==> src/rtl/dilithium_output_sequencer.sv <==
// Splits the Dilithium core's result stream into tagged fields (field id, word index, last flags)
// behind a one-entry output register with valid/ready flow control on both sides.
module dilithium_output_sequencer #(
   parameter int W         = 32,
   parameter int SEC_LEVEL = 2
) (
   input  logic         clk,
   input  logic         rst,
   input  logic         start,
   input  logic [1:0]   mode,
   input  logic [W-1:0] in_data,
   input  logic         in_valid,
   output logic         in_ready,
   output logic [W-1:0] out_data,
   output logic [2:0]   out_field,
   output logic [10:0]  out_idx,
   output logic         out_field_last,
   output logic         out_frame_last,
   output logic         out_valid,
   input  logic         out_ready,
   output logic         busy,
   output logic         mode_err
);

   typedef enum logic [1:0] {
      S_IDLE  = 2'd0,
      S_RUN   = 2'd1,
      S_DRAIN = 2'd2
   } state_t;

   localparam int S1_BITS = (SEC_LEVEL == 2) ? 3072  : (SEC_LEVEL == 3) ? 5120  : 5376;
   localparam int S2_BITS = (SEC_LEVEL == 2) ? 3072  : 6144;
   localparam int T0_BITS = (SEC_LEVEL == 2) ? 13312 : (SEC_LEVEL == 3) ? 19968 : 26624;
   localparam int T1_BITS = (SEC_LEVEL == 2) ? 10240 : (SEC_LEVEL == 3) ? 15360 : 20480;
   localparam int Z_BITS  = (SEC_LEVEL == 2) ? 18432 : (SEC_LEVEL == 3) ? 25600 : 35840;
   localparam int H_BITS  = (SEC_LEVEL == 2) ? 672   : (SEC_LEVEL == 3) ? 488   : 664;

   // Word counts are ceil(bits/W).
   localparam logic [10:0] N_SEED = 11'((256     + W - 1) / W);
   localparam logic [10:0] N_S1   = 11'((S1_BITS + W - 1) / W);
   localparam logic [10:0] N_S2   = 11'((S2_BITS + W - 1) / W);
   localparam logic [10:0] N_T0   = 11'((T0_BITS + W - 1) / W);
   localparam logic [10:0] N_T1   = 11'((T1_BITS + W - 1) / W);
   localparam logic [10:0] N_Z    = 11'((Z_BITS  + W - 1) / W);
   localparam logic [10:0] N_H    = 11'((H_BITS  + W - 1) / W);

   state_t      state;
   logic [1:0]  mode_q;
   logic [2:0]  field_q;
   logic [10:0] idx_q;
   logic [10:0] field_len;
   logic [2:0]  last_field;
   logic        take;
   logic        accept;
   logic        field_end;
   logic        frame_end;

   // Length of the current field and id of the frame's final field for the latched mode.
   always_comb begin
      field_len  = 11'd1;
      last_field = 3'd0;
      case (mode_q)
         2'b00: begin
            last_field = 3'd6;
            case (field_q)
               3'd0, 3'd1, 3'd2: field_len = N_SEED;
               3'd3:             field_len = N_S1;
               3'd4:             field_len = N_S2;
               3'd5:             field_len = N_T0;
               default:          field_len = N_T1;
            endcase
         end
         2'b10: begin
            last_field = 3'd2;
            case (field_q)
               3'd0:    field_len = N_SEED;
               3'd1:    field_len = N_Z;
               default: field_len = N_H;
            endcase
         end
         default: begin
            field_len  = 11'd1;
            last_field = 3'd0;
         end
      endcase
   end

   // in_valid/in_ready and out_valid/out_ready each transfer a word on a cycle where both are high;
   // valid must hold with stable data until it is taken, ready may change freely.
   assign take      = out_valid && out_ready;
   assign in_ready  = (state == S_RUN) && (!out_valid || out_ready);
   assign accept    = in_valid && in_ready;
   assign field_end = (idx_q == field_len - 11'd1);
   assign frame_end = field_end && (field_q == last_field);
   assign busy      = (state != S_IDLE);

   always_ff @(posedge clk or posedge rst) begin
      if (rst) begin
         state          <= S_IDLE;
         mode_q         <= 2'b00;
         field_q        <= 3'd0;
         idx_q          <= 11'd0;
         mode_err       <= 1'b0;
         out_valid      <= 1'b0;
         out_data       <= '0;
         out_field      <= 3'd0;
         out_idx        <= 11'd0;
         out_field_last <= 1'b0;
         out_frame_last <= 1'b0;
      end else begin
         case (state)
            S_IDLE: begin
               if (start) begin
                  if (mode == 2'b11) begin
                     mode_err <= 1'b1;
                  end else begin
                     mode_q   <= mode;
                     field_q  <= 3'd0;
                     idx_q    <= 11'd0;
                     mode_err <= 1'b0;
                     state    <= S_RUN;
                  end
               end
            end
            S_RUN: begin
               if (take) out_valid <= 1'b0;
               // An accept in the same cycle as a take reloads the register, so no bubble appears.
               if (accept) begin
                  out_valid      <= 1'b1;
                  out_data       <= in_data;
                  out_field      <= field_q;
                  out_idx        <= idx_q;
                  out_field_last <= field_end;
                  out_frame_last <= frame_end;
                  if (field_end) begin
                     idx_q   <= 11'd0;
                     field_q <= field_q + 3'd1;
                  end else begin
                     idx_q <= idx_q + 11'd1;
                  end
                  if (frame_end) state <= S_DRAIN;
               end
            end
            S_DRAIN: begin
               if (take) begin
                  out_valid <= 1'b0;
                  state     <= S_IDLE;
               end
            end
            default: state <= S_IDLE;
         endcase
      end
   end

endmodule

==> config.mk <==
export PLATFORM = sky130hd
export DESIGN_NAME = dilithium_output_sequencer
export DESIGN_NICKNAME = d
export VERILOG_FILES = /design/src/rtl/dilithium_output_sequencer.sv
export SDC_FILE = /design/constraint.sdc
export NUM_CORES = 1
export LEC_CHECK = 0
export ABC_CLOCK_PERIOD_IN_PS = 5390
export BUFFER_PORTS_ARGS = -buffer_cell sky130_fd_sc_hd__buf_4
export CAP_MARGIN = 20
export CORE_MARGIN = 5
export CORE_UTILIZATION = 59
export CTS_BUF_LIST = sky130_fd_sc_hd__clkbuf_2 sky130_fd_sc_hd__clkbuf_4 sky130_fd_sc_hd__clkbuf_8
export DETAILED_ROUTE_END_ITERATION = 8
export PLACE_DENSITY = 0.86
export SKIP_LAST_GASP = 1
export SLEW_MARGIN = 20
export SYNTH_ARGS = -nofsm -noshare
export SYNTH_HDL_FRONTEND = slang
export SYNTH_SLANG_ARGS = --single-unit
==> constraint.sdc <==
create_clock -name clk -period 5.39 [get_ports clk]
set_input_delay 1.078 -clock clk [delete_from_list [all_inputs] [get_ports clk]]
set_output_delay 1.078 -clock clk [all_outputs]
set_load 0.01 [all_outputs]
=== Word-level counts from Yosys, hierarchy flattened ===
Index checks and enable logic that the tools add are counted.

* Add/subtract/negate cells: 3
* Eq/ne operators: 17
* Multiplexer cells: 24
* Bitwise logic cells: 1
* Reduce and logical (&&, ||, !) cells: 20

{| class="wikitable"
|+ Operators by type and width
! operator !! count
|-
| 11-bit 2-to-1 mux || 4
|-
| 11-bit one-hot mux with 2 select lines || 2
|-
| 9-bit one-hot mux with 3 select lines || 1
|-
| 10-bit one-hot mux with 2 select lines || 1
|-
| 3-bit 2-to-1 mux || 4
|-
| 2-bit != test (second input constant) || 6
|-
| 3-bit one-hot mux with 2 select lines || 2
|-
| 11-bit by 1-bit adder with 11-bit output (second input constant) || 1
|-
| 11-bit == test || 1
|-
| 11-bit by 1-bit subtractor with 11-bit output (second input constant) || 1
|-
| 2-bit 2-to-1 mux || 5
|-
| 5-bit AND reduction || 2
|-
| 2-bit == test (second input constant) || 3
|-
| 3-bit by 2-bit == test with 1-bit output (second input constant) || 2
|-
| 3-bit == test (second input constant) || 2
|-
| 2-bit one-hot mux with 3 select lines || 1
|-
| 2-bit nonzero test || 3
|-
| 1-bit logical AND || 4
|-
| 2-bit logical NOT || 2
|-
| 2-bit AND reduction || 2
|-
| 4-bit AND reduction || 1
|-
| 3-bit by 1-bit adder with 3-bit output (second input constant) || 1
|-
| 3-bit by 1-bit == test with 1-bit output (second input constant) || 1
|-
| 3-bit == test || 1
|-
| 10 further kinds || 12
|}

* Bits in registers: 68
* Input port bits: 39
* Output and inout bits: 52

=== Logic depth before layout (Yosys ltp) ===
Gate-level depths: netlist (run 1).

* Depth after elaboration: 10
* Gate-level depth with buffers: 12
* Depth with buffers taken out: 9

=== Worst setup path before layout (run 1) ===
No wires, ideal clock.

* Path kind: reg2reg
* Start: register field_q[0]
* End: register field_q[2]
* Data arrival time: 2471 ps
* Required time: 5266 ps
* Slack: 2795 ps
* Cell stages (with the launch flop): 13
* Path buffers: 3
* Cell sequence: dfrtp_1 buf_4 inv_1 ha_1 buf_6 nor3_1 o21bai_1 a32oi_1 nand4_1 a2111oi_4 buf_6 a21oi_2 a211o_1

* Cells in the longest elaborated chain, start to end: 8
* Elaborated cells between the ends (all ways): 19

{| class="wikitable"
|+ Ends and longest elaborated chain
! element !! RTL line !! source
|-
| start: declaration || 49 || <nowiki>logic [2:0] field_q;</nowiki>
|-
| start signal: assignment || 137 || <nowiki>field_q <= field_q + 3'd1;</nowiki>
|-
| 3-bit by 1-bit == test with 1-bit output, or another cell as far along || 65, 75 ||
|-
| 3-bit OR reduction / 2-bit OR reduction (equally long branches) || - ||
|-
| 9-bit one-hot mux with 3 select lines || 65 || <nowiki>case (field_q)</nowiki>
|-
| 11-bit one-hot mux with 2 select lines || 62 || <nowiki>case (mode_q)</nowiki>
|-
| 11-bit by 1-bit subtractor with 11-bit output || 93 || <nowiki>assign field_end = (idx_q == field_len - 11'd1);</nowiki>
|-
| 11-bit == test || 93 ||
|-
| 2-bit != test (no source line) || - ||
|-
| 5-bit AND reduction (no source line) || - ||
|}

Several ways; a longest one is shown, not always the timed one. The select of a mux whose other input is x is not followed.
A chain may end at the register's enable or synchronous reset.

=== Final worst setup path (run 1) ===
* Start: register field_q[0]
* End: register idx_q[5]

* Cells in the longest elaborated chain, start to end: 9
* Elaborated cells between the ends (all ways): 16

{| class="wikitable"
|+ Ends and longest elaborated chain
! element !! RTL line !! source
|-
| 3-bit by 1-bit == test with 1-bit output, or another cell as far along || 65, 75 ||
|-
| 3-bit OR reduction / 2-bit OR reduction (equally long branches) || - ||
|-
| 9-bit one-hot mux with 3 select lines || 65 ||
|-
| 11-bit one-hot mux with 2 select lines (*) || 62 ||
|-
| 11-bit by 1-bit subtractor with 11-bit output (*) || 93 ||
|-
| 11-bit == test (*) || 93 ||
|-
| 11-bit 2-to-1 mux (*) || 135 || <nowiki>if (field_end) begin</nowiki>
|-
| 11-bit 2-to-1 mux (*) || 128 || <nowiki>if (accept) begin</nowiki>
|-
| 11-bit one-hot mux with 2 select lines (*) || 111 || <nowiki>case (state)</nowiki>
|-
| end signal: assignment || 139 || <nowiki>idx_q <= idx_q + 11'd1;</nowiki>
|-
| end: declaration || 50 || <nowiki>logic [10:0] idx_q;</nowiki>
|}

Every way passes the cells marked *; elsewhere a longest branch is shown, timed or not. The select of a mux whose other input is x is not followed.

==> results of run 1 <==
## final cells by class
class,count,area share
Multi-Input combinational cell,212,0.374
Timing Repair Buffer,92,0.160
Clock buffer,13,0.0386
Sequential cell,68,0.395
Clock inverter,2,0.00232
Tap cell,72,0.0209
Inverter,10,0.00871
## cell usage in the layout, fill, tap and decap left out, drive strengths merged, types with 2 or more instances in the layout
cell type,netlist,routed
o21ai,10,10
nor2,20,20
a21oi,20,20
inv,10,10
a31oi,2,2
clkinv,0,2
a211oi,3,3
nor3,7,7
ha,9,9
and2,2,2
o22ai,2,2
xor2,5,5
nand4,4,4
a211o,2,2
or3,3,3
clkbuf,11,13
xnor2,4,4
dfrtp,68,68
mux2i,4,4
or2,2,2
a22o,2,2
o211ai,2,2
buf,9,92
nand2,26,26
mux2,46,46
o21bai,3,3
nor3b,2,2
nand3,7,7
a21o,3,3
nand2b,6,6
## synthesized netlist by cell type (5+ instances only)
| master | count | share of area |
|---|---|---|
| nand2b_1 | 5 | 0.0090 |
| nor2_1 | 20 | 0.022 |
| nor3_1 | 7 | 0.010 |
| dfrtp_1 | 68 | 0.49 |
| a21oi_1 | 19 | 0.028 |
| inv_1 | 10 | 0.011 |
| xor2_1 | 5 | 0.013 |
| o21ai_0 | 8 | 0.012 |
| clkbuf_1 | 11 | 0.012 |
| nand2_1 | 26 | 0.028 |
| nand3_1 | 7 | 0.010 |
| ha_1 | 9 | 0.033 |
| mux2_2 | 46 | 0.15 |
## per-stage QoR
step / hold slack, ns / util
after global routing: 0.519 / 0.768
after global placement: 0.467 / 0.737
final: 0.492 / 0.768
after floorplan: 0.488 / -
after CTS: 0.499 / 0.768
after detailed placement: 0.472 / 0.737
## registers in the layout (all words and copies together), names as in the netlist, 2 cells and up
name	count
field_q	3
idx_q	11
mode_q	2
out_data	32
out_field	3
out_idx	11
state	2
## where the power goes
group          internal, W  switching (W)  total, W  leakage [nW]
Combinational     0.000613       0.000612   0.00122          1.10
Sequential        0.000718       0.000208  0.000926         0.848
Clock             0.000199       0.000182  0.000380        0.0961
Total              0.00153        0.00100   0.00253          2.04
## worst paths after layout
path                            start            to  slack (ns)  depth (start not counted)
max in group asynchronous         rst   out_data[5]        3.66                          3
setup reg to reg           field_q[0]      idx_q[5]        2.09                          9
min in group asynchronous         rst  out_data[20]        0.79                          2
hold reg to reg              mode_err      mode_err        0.49                          2
hold / removal               mode_err      mode_err        0.49                          2
setup / recovery           field_q[0]      idx_q[5]        2.09                          9
## layer usage
layer	vias up	routed length (um)
met4	0	106
met3	10	926
met2	105	4000
li1	1268	-
met1	1314	3240
met5	-	0
## worst max-delay path, cell delays in order (launching register included)
cell and delay, ns:
dfrtp_1 0.58, inv_1 0.17, ha_1 0.34, nor3_1 0.36
o21bai_1 0.13, a32oi_1 0.22, nand4_1 0.15, a2111oi_4 0.76
nand2b_2 0.34, a21oi_1 0.09
## kinds of logic (layout without fill, tap and decap cells)
logic type,after synthesis,count (layout),synth area share
compound gates,57,57,0.115
xor+xnor,9,9,0.0228
fa+ha+maj,9,9,0.0326
buf+inv,30,117,0.0431
flops,68,68,0.492
mux,50,50,0.161
simple gates,87,87,0.133
==> summary.md, run 1 <==
| Metric | Value |
|---|---|
| Routed Antenna Nets | 0 |
| Final Instance Area | about 4300 um2 |
| Residual DRC count | 0 |
| Largest net degree at the start of global routing | between 50 and 60 |
| TritonCTS clock tree | done |
| Hpwl dp | 5.85 mm |
| CTS buffer count | 9 |
| Post-synth ARST share | 1.00 |
| Vias | between 2,000 and 3,000 |
| Fmax | around 300 MHz |
| Final wirelength | 8.28 mm |
| Ant. Diodes | 0 |
| Grt met1 use | 0.298 |
| Clock Skew | about 0.0054 ns |
| Status | finished, final reports clean |
| Count of cell types in the netlist | 53 |
| Avg Cell Area, Syn | about 11 um2 |
| Worst-path fanout max | 12 |
| Area grow syn2layout | 24.6% |
| Max_slew headroom | 0.351 |
| Routed WL per cell | 17.6 um |
| Iter 0 DRT Violations | 210 |
| Hold_buf cts | 0 |
| Final setup margin | ~2.1 ns |
| Vias in the first global route | 2,830 |
| Worst-path clk slew | roughly 0.070 ns |
| Pre-CTS setup slack | 2.10 ns |
| Seq/Total Area, Yosys | 0.492 |
| Cell count after synthesis | between 300 and 400 |
| Antenna violations before repair | 0 |
| Layout cells sized above 1 | 0.411 |
| Die width | 86.5 um |
| Overall power | around 0.0025 W |
| Global-route wire length before repair | approximately 14 mm |
| Static leakage | about 2.0 nW |
| Endpoints failing hold | 0 |
| Drt first pass iters | 4 |
| Non-filler cells, final | 469 |
| Seq. cell area | approximately 1700 um2 |
| Post-synth EDFFs | 0 |
| #FFs+latches synth | 68 |
| Post-synthesis net count | around 360 |
| Total grt overflow | 0 |
| All-layer global routing usage | 0.243 |
| Post-CTS Resized | 0 |
| Startpoint Class | flop |
| Core Area | between 5000 and 6000 um2 |
| Critical path class | reg -> reg |
| Hold Crit Class | reg -> reg |
| H-tree Lvls | 3 |
| Fillers | between 300 and 400 |
| Footprint of the multi-input gates | roughly 1600 um2 |
| Worst setup EP type | flop |
| VDD IR max | slightly below 0.4 mV |
| Setup TNS Final | 0 ns |
| Grt peak-use layer | met2 |
| Via density | 5.75 |
| PD cells | just under 600 nW/um2 |
| Met2 Track Usage GR | 0.363 |
| Final nets | about 440 |
| Die Y | 86.5 um |
| Placed cell count | roughly 450 |
| Met3 Use GR | 0.133 |
| Initial Util | 0.616 |
| DP Area | around 4100 um2 |
| # IOs | a little over 90 |
| Finish-stage setup viols | 0 |
| GPL Wtd Cong | 0.862 |
| Synth Cell Area | around 3500 um2 |
| Std cell rows | 27 |
| Buffers on Ports | 90 |
| Die area | roughly 7500 um2 |
| Ratio of final minimum period to clock period | 0.613 |
| Max-slew violations | 0 |
| Req. time, crit path | 5.56 ns |
| Slew @ Worst Pin | a little under 1 ns |
| Crit path time final | roughly 3.3 ns |
| Dominant synthesized flop cell | dfrtp_1 |
| Max-cap violations | 0 |
| Setup bufs post-CTS | 0 |
| Clock Path Buffers | 2 |
| # clock sinks | 68 |
| Clk Latency, worst-skew pair | around 0.34 ns |
| Critical Path AT | between 3 and 4 ns |
| Ys Warns | 0 |
| RSZ-0062 raised after global routing | false |
| CTS Root Buffer Type | clkbuf_8 |
Note: power is estimated with default switching activity, not from simulation.
==> run 2: changes to the inputs <==
--- a/config.mk
+++ b/config.mk
@@ -5,14 +5,14 @@
 export SDC_FILE = /design/constraint.sdc
 export NUM_CORES = 1
 export LEC_CHECK = 0
-export ABC_CLOCK_PERIOD_IN_PS = 5390
+export ABC_CLOCK_PERIOD_IN_PS = 3000
 export BUFFER_PORTS_ARGS = -buffer_cell sky130_fd_sc_hd__buf_4
 export CAP_MARGIN = 20
 export CORE_MARGIN = 5
-export CORE_UTILIZATION = 59
+export CORE_UTILIZATION = 49
 export CTS_BUF_LIST = sky130_fd_sc_hd__clkbuf_2 sky130_fd_sc_hd__clkbuf_4 sky130_fd_sc_hd__clkbuf_8
 export DETAILED_ROUTE_END_ITERATION = 8
-export PLACE_DENSITY = 0.86
+export PLACE_DENSITY = 0.76
 export SKIP_LAST_GASP = 1
 export SLEW_MARGIN = 20
 export SYNTH_ARGS = -nofsm -noshare
==> constraint.sdc (replaced) <==
create_clock -name clk -period 3 [get_ports clk]
set_input_delay 0.6 -clock clk [delete_from_list [all_inputs] [get_ports clk]]
set_output_delay 0.6 -clock clk [all_outputs]
set_load 0.01 [all_outputs]
==> run 2 against run 1 <==
Effect of this change:
- non-clock buffer count rose by 10
- clock power rose by 93%
- routed wire length fell by 1.1%
- hold slack got worse by 0.15 ns
- via count barely moved
- die area rose by 18%
- critical path type unchanged
==> summary.md, run 2 (synthesis results as in run 1) <==
| Metric | Value |
|---|---|
| Setup TNS Final | 0 ns |
| Static leakage | between 2 and 2.5 nW |
| Max-cap violations | 0 |
| Worst hold slack | 0.341 ns |
| Biggest regs | out_data x32, idx_q x11, out_idx x11 |
| Finish-stage setup viols | 0 |
| Die Y | about 94 um |
| # IOs | 91 |
| Routed WL per cell | 16.3 um |
| Max_slew headroom | 0.585 |
| Area grow syn2layout | 28.1% |
| Seq. cell area | approximately 1700 um2 |
| Clk Latency, worst-skew pair | 0.34 ns |
| Worst setup EP type | flop |
| Worst-path clk slew | approximately 0.07 ns |
| Final Instance Area | roughly 4400 um2 |
| PD cells | about 1100 nW/um2 |
| Largest net degree at the start of global routing | 31 |
| Hold Crit Class | in -> async |
| Clock Skew | ~0.0069 ns |
| GPL Wtd Cong | around 0.9 |
| Vias in the first global route | ~2,900 |
| Final nets | 451 |
| Slew @ Worst Pin | between 0.6 and 0.7 ns |
| Vias | around 2,700 |
| CP delay by family, top | simple AND/OR/NAND/NOR gates |
| Number of flip-flops in the largest register | 32 |
| Residual DRC count | 0 |
| Iter 0 DRT Violations | about 180 |
| CTS Root Buffer Type | clkbuf_8 |
| CTS buffer count | 9 |
| Biggest register | out_data |
| Core Area | approximately 7000 um2 |
| VDD IR max | 0.664 mV |
| Overall power | between 0.004 and 0.005 W |
| All-layer global routing usage | 0.202 |
| Die area | ~9000 um2 |
| H-tree Lvls | 3 |
| Std cell rows | 30 |
| # clock sinks | 68 |
| Fmax | 356 MHz |
| Critical path class | reg -> reg |
| Via density | roughly 5.4 |
| Final wirelength | between 8 and 9 mm |
| Ratio of final minimum period to clock period | 0.936 |
| Footprint of the multi-input gates | approximately 1600 um2 |
| TritonCTS clock tree | done |
| Drt first pass iters | 4 |
| DP Area | ~4200 um2 |
| Endpoints failing hold | 0 |
| Worst reg2reg setup slack | ~0.19 ns |
| RSZ-0062 raised after global routing | false |
| Worst path slowest cell | dfrtp_1 |
| Req. time, crit path | 3.22 ns |
| Max-slew violations | 0 |
| Hold_buf cts | 0 |
| Final core utilization | 0.648 |
| Buffers plus inverters on the worst setup path | 3 |
| Global-route wire length before repair | about 14 mm |
| Die width | approximately 94 um |
| Ant. Diodes | 0 |
| Worst path cell trace | inv_1 > ha_1 > nor3_1 > nor3_1 > or3_1 > o2111ai_1 > a2111oi_4 > buf_4 > buf_4 > and3_1 > a211o_1 |
| Layout cells sized above 1 | 0.428 |
| Most common cell after layout, fill and taps aside | buf_4 |
| Initial Util | 0.506 |
| Crit path time final | roughly 2.8 ns |
| Most frequent cells in the layout | buf_4, dfrtp_1, mux2_2, nand2_1, nor2_1 |
| Hpwl dp | 6.10 mm |
| Clock Path Buffers | 2 |
| Fillers | approximately 550 |
| Buffers on Ports | 90 |
| Critical Path AT | between 3 and 4 ns |
| Total grt overflow | 0 |
| Antenna violations before repair | 0 |
| Routed Antenna Nets | 0 |
| Worst path max stage delay | between 0.4 and 0.5 ns |
| Status | finished, final reports clean |
| Startpoint Class | flop |
| Worst-path fanout max | 9 |
[run 2: cell count changes in the layout (fill, tap and decap cells not counted)]
cell,before,now
buf_4,92,102
clkinvlp_4,0,3
clkinv_2,2,1
clkbuf_4,2,0
ha_1,9,8
ha_2,0,1
bufinv_16,0,1
clkbuf_8,11,9
clkinv_4,0,1
[run 2: worst paths after layout]
path / from / endpoint / depth (start not counted)
worst min-delay path: rst / out_idx[0] / 2
worst max register to register: field_q[0] / field_q[2] / 11
min in group clk: in_data[29] / out_data[29] / 2
max in group asynchronous: rst / idx_q[10] / 3
worst max-delay path: field_q[0] / field_q[2] / 11
worst min register to register: out_idx[6] / out_idx[6] / 2
[run 2: layout make-up]
cell class | instances | area share
clock buffer | 9 | 0.0280
inverter | 10 | 0.00847
tap | 96 | 0.0271
multi-input combinational | 212 | 0.364
sequential | 68 | 0.384
clock inverter | 6 | 0.0150
timing repair buffer | 102 | 0.173
[run 2: report_power, final]
| group | switching (W) | total, W | internal, W | leakage [nW] |
|---|---|---|---|---|
| combinational | 0.00113 | 0.00229 | 0.00116 | 1.15 |
| clock | 0.000354 | 0.000733 | 0.000379 | 0.0873 |
| sequential | 0.000343 | 0.00163 | 0.00129 | 0.848 |
| total | 0.00182 | 0.00465 | 0.00283 | 2.08 |
[run 2: routing by layer]
metal	GRT usage	routed length (um)	up-vias
li1	-	-	1283
met1	0.253	3330	1293
met2	0.318	3910	107
met3	0.0729	777	16
met4	0.0794	170	0
met5	0	0	-
[run 2: repair_timing]
action / 4_1_cts / 5_1_grt
gates resized for setup: 0 / 1
setup endpoints to repair: 0 / 13
setup buffers: 0 / 1
[run 2: through the flow]
stage	setup WS [ns]	instances
4_1_cts	0.0919	502
2_1_floorplan	0.405	310
3_3_place_gp	0.191	487
6_report	0.191	503
3_5_place_dp	0.110	487
5_1_grt	0.0428	503
